`src/rtl/fifo_rd_stream.sv`:
```
// Read-side drain controller for syn_fifo. It pops FIFO words into a 2-entry skid buffer that
// covers the FIFO's one-cycle read latency, and presents them as a valid/ready stream with packet framing.
module fifo_rd_stream #(
  parameter int DATA_WIDTH = 8,
  parameter int PKT_LEN    = 4,
  parameter int CNT_WIDTH  = 16
) (
  input  logic                  clk,
  input  logic                  rst,
  input  logic                  en,
  input  logic                  fifo_empty,
  input  logic [DATA_WIDTH-1:0] fifo_data,
  output logic                  fifo_rd_cs,
  output logic                  fifo_rd_en,
  output logic                  out_valid,
  input  logic                  out_ready,
  output logic [DATA_WIDTH-1:0] out_data,
  output logic                  out_last,
  output logic [CNT_WIDTH-1:0]  words_out
);
  localparam int PW = (PKT_LEN > 1) ? $clog2(PKT_LEN) : 1;
  localparam logic [PW-1:0] PKT_MAX = PW'(PKT_LEN - 1);

  logic [1:0]            occ;
  logic                  inflight;
  logic                  head;
  logic                  tail;
  logic [DATA_WIDTH-1:0] skid [2];
  logic [PW-1:0]         pkt_cnt;
  logic [1:0]            pend;
  logic                  pop_out;

  // Words already committed to the buffer: stored plus the one returning from the FIFO.
  assign pend    = occ + {1'b0, inflight};
  assign pop_out = out_valid && out_ready;

  assign fifo_rd_en = !rst && en && !fifo_empty &&
                      ((pend < 2'd2) || ((pend == 2'd2) && pop_out));
  assign fifo_rd_cs = fifo_rd_en;

  assign out_valid = (occ != 2'd0);
  assign out_data  = skid[head];
  assign out_last  = out_valid && (pkt_cnt == PKT_MAX);

  always_ff @(posedge clk) begin
    if (rst) begin
      occ       <= 2'd0;
      inflight  <= 1'b0;
      head      <= 1'b0;
      tail      <= 1'b0;
      pkt_cnt   <= '0;
      words_out <= '0;
    end else begin
      inflight <= fifo_rd_en;
      if (inflight) tail <= ~tail;
      if (pop_out)  head <= ~head;
      case ({inflight, pop_out})
        2'b10:   occ <= occ + 2'd1;
        2'b01:   occ <= occ - 2'd1;
        default: occ <= occ;
      endcase
      if (pop_out) begin
        pkt_cnt   <= (pkt_cnt == PKT_MAX) ? '0 : pkt_cnt + PW'(1);
        words_out <= words_out + CNT_WIDTH'(1);
      end
    end
  end

  // Buffer storage carries no reset; a word returning during reset is dropped.
  always_ff @(posedge clk) begin
    if (inflight && !rst) skid[tail] <= fifo_data;
  end

  // A capture into a full buffer without a simultaneous pop would lose data.
  assert property (@(posedge clk) disable iff (rst)
    !((occ == 2'd2) && inflight && !pop_out));
endmodule

```
`config.mk`:
```
export PLATFORM = sky130hd
export DESIGN_NAME = fifo_rd_stream
export DESIGN_NICKNAME = d
export VERILOG_FILES = /design/src/rtl/fifo_rd_stream.sv
export SDC_FILE = /design/constraint.sdc
export NUM_CORES = 1
export LEC_CHECK = 0
export CORE_ASPECT_RATIO = 1.25
export CORE_MARGIN = 8
export CORE_UTILIZATION = 52
export DETAILED_ROUTE_END_ITERATION = 6
export PLACE_DENSITY = 0.91
export SETUP_SLACK_MARGIN = 0.2
export SYNTH_ARGS = -nofsm -noshare
export SYNTH_HDL_FRONTEND = slang
export SYNTH_SLANG_ARGS = --single-unit
```
`constraint.sdc`:
```
create_clock -name clk -period 3.85 [get_ports clk]
set_input_delay 0.77 -clock clk [delete_from_list [all_inputs] [get_ports clk]]
set_output_delay 0.77 -clock clk [all_outputs]
set_load 0.01 [all_outputs]
```
==> results of run 1 <==
## stage by stage
| stage | instances | worst slack [ps] | area (µm²) | power (mW) |
|---|---|---|---|---|
| detailed placement | 224 | 538 | 2130 | 0.624 |
| global placement | 224 | 578 | 2130 | 0.616 |
| floorplan | 149 | 1570 | 1690 | 0.560 |
| CTS | 232 | 529 | 2210 | 0.887 |
| global route | 232 | 443 | 2210 | 0.922 |
| finish | 232 | 572 | 2210 | 0.879 |
## final timing paths
check,from,to,slack (ps),cells after the start
max,out_ready,fifo_rd_en,570,5
min,pkt_cnt[1]$_SDFFE_PP0P_,pkt_cnt[1]$_SDFFE_PP0P_,480,2
max reg2reg,occ[0]$_SDFFE_PP0P_,occ[1]$_SDFFE_PP0P_,1440,5
min reg2reg,pkt_cnt[1]$_SDFFE_PP0P_,pkt_cnt[1]$_SDFFE_PP0P_,480,2
## Yosys cell counts, drive strengths merged
master  number
a21oi        7
a31o         1
and2         2
and3         3
and4         2
buf          3
clkbuf       2
clkinv       1
dfxtp       24
edfxtp      16
ha           4
inv          3
mux2        11
nand2        8
nand2b       1
nand3        3
nand4        4
nor2        19
nor2b        3
nor3         4
nor3b        2
nor4         1
o2111a       1
o211ai       1
o21ai        5
or2          1
or3          3
xnor2        6
xor2         8
## critical path, stage by stage
cell             delay, ps
clkdlybuf4s50_1        510
o21ai_0                230
o21ai_0                250
and3_1                 200
clkdlybuf4s50_1        540
## logic make-up (layout without fill, tap and decap cells)
group | count (synthesis) | after routing
buffers and inverters | 9 | 55
adders and majority gates | 4 | 4
xor gates and xnor gates | 14 | 14
AOI/OAI and AO/OA | 15 | 15
DFF | 40 | 40
muxes | 11 | 11
and+or+nand+nor | 56 | 56
## metal layers
layer  wire length [µm]  global-route usage (%)  vias to the layer above
met5                  0                       0                        -
met2               1800                    25.0                       52
met3                366                    7.02                       10
li1                   -                       -                      610
met1               1310                    14.3                      586
met4                 83                    6.92                        0
## power by group through the flow
stage / combinational, mW / clock [mW] / sequential, mW
floorplan: 0.0788 / 0 / 0.481
global placement: 0.128 / 0 / 0.488
detailed placement: 0.135 / 0 / 0.489
CTS: 0.136 / 0.271 / 0.479
global route: 0.148 / 0.292 / 0.482
finish: 0.136 / 0.264 / 0.479
## flip-flops by register name (all words and copies together), names as in the netlist, named ones only
register,flops
skid,16
words_out,16
occ,2
pkt_cnt,2
head,1
inflight,1
tail,1
## cell type report
class	count	share of cell area, %
Sequential cell	40	43.4
Clock inverter	3	0.621
Multi-Input combinational cell	100	31.0
Inverter	4	0.678
Timing Repair Buffer	43	19.1
Clock buffer	5	3.11
Tap cell	37	2.09
==> flow_metrics.py, run 1 <==
metrics = {
    "finish": {
        "post-route-util_pct": 70.0,
        "final_common_cell": "clkdlybuf4s50_1",
        "regArea_um2": 961,
        "fill_cells": 248,
        "layout_common_cells": "40 x clkdlybuf4s50_1, 24 x dfxtp_1, 19 x nor2_1, 16 x edfxtp_1, 11 x mux2_2",
        "area_growth_pct": 31.4,
        "multi_input_area_um2": 687,
        "num-nets-final": 211,
        "antennaDiodeCount": 0,
        "final_layout_size_suffix_gt1_share_pct": 13.3,
    },
    "floorplan": {
        "die_w_um": 66.9,
        "initial_core_util_pct": 53.2,
        "die_area_mm2": 0.00533,
        "ioPinCount": 41,
        "row_count": 23,
        "core_mm2": 0.00317,
        "die_h_um": 79.7,
    },
    "synth": {
        "synth_compound_area_share_pct": 5.49,
        "synth_cell_types": 31,
        "synth_top_area_share_pct": 28.5,
        "yosysWarnings": 0,
        "synth-seq-area-share_pct": 57.0,
        "synthAdderAreaFrac_pct": 2.97,
        "syn_inst": 149,
        "muxShareOfSynthArea_pct": 7.35,
        "yosysTopAreaCell": "dfxtp_1",
        "syn_nets": 166,
        "synth-xor-area-share_pct": 7.28,
        "syn-cell-area_mm2": 0.00169,
        "synth_top_family_by_area": "simple AND/OR/NAND/NOR gates",
        "synth_area_leaders": "dfxtp_1 29%, edfxtp_1 29%, mux2_2 7.3%",
        "yosys.area_share.simple_pct": 17.7,
        "syn_area_per_cell_um2": 11.3,
        "ys_ff_latch": 40,
    },
    "clock_network": {
        "holdBufCountCts": 0,
        "postCtsSetupBuffers": 0,
        "cts-root-buf": "clkbuf_8",
        "cts_resized": 0,
        "cts.clk_slew.worst_paths_ps": 70,
        "insertion_delay_ps": 290,
        "cts_tree": "built",
        "clockBufferDepth": 2,
        "cts_num_sinks": 40,
        "htreeDepth": 2,
        "cts_buffers": 5,
    },
    "global_routing": {
        "grtUsageTotal_pct": 14.6,
        "grt_pass1_vias": 1299,
        "gr-total-overflow": 0,
        "grt_first_pass_wirelength_um": 5940,
        "antenna_found_initial": 0,
        "grt_max_degree": 30,
    },
    "critical_path": {
        "path_class": "in -> out",
        "end_kind": "output pin",
        "start_kind": "input port",
        "cp_max_fo": 6,
        "required_ps": 3080,
        "arrival_ps": 2510,
    },
    "power": {
        "power_frac_seq_pct": 54.6,
        "p_int_mw": 0.658,
        "combPwrFrac_pct": 15.4,
        "p_switching_mw": 0.221,
        "max-vdd-ir-drop_mv": 0.307,
        "p_clk_share_pct": 30.0,
        "p_leak_nw": 0.815,
        "switching_share_pct": 25.1,
        "cellPowerDensity_mw_per_mm2": 397,
    },
    "detailed_routing": {
        "post_drt_wl_per_cell_um": 15.4,
        "detail-route-antenna-nets": 0,
        "drc": 0,
        "first_pass_iters": 4,
        "drt_iter0_drc": 25,
        "num_vias": 1258,
        "wl_um": 3560,
        "viasPerCell": 5.42,
    },
    "timing": {
        "finalSetupTns_ps": 0,
        "maxSlewHeadroom_pct": 61.1,
        "fmax_mhz": 305,
        "period_minus_slack_ps": 3280,
        "rsz0062_at_grt": "no",
        "setup_viol": 0,
        "report.final.slew_viol_count": 0,
        "skew_ps": 3.69,
        "worst_pin_slew_ps": 578,
        "hold_violations": 0,
        "timing.hold.ws_ps": 479,
        "period_share_pct": 85.2,
    },
    "place": {
        "hpwl_um": 2680,
        "numPortBuffers": 40,
        "gp_congestion": 0.721,
    },
    "outcome": {
        "outcome": "finished, final reports clean",
    },
    "flow_run": {
        "maxCapViolCount": 0,
    },
    "worst_hold_path": {
        "hold_path.class": "reg -> reg",
    },
}
No activity file was read; power rests on OpenSTA's default activity.
==> inputs of run 2 (changes only) <==
SLEW_MARGIN = 20   (was not set)
==> results of run 2 <==
Final layout, timing and power as in run 1 (identical DEF).
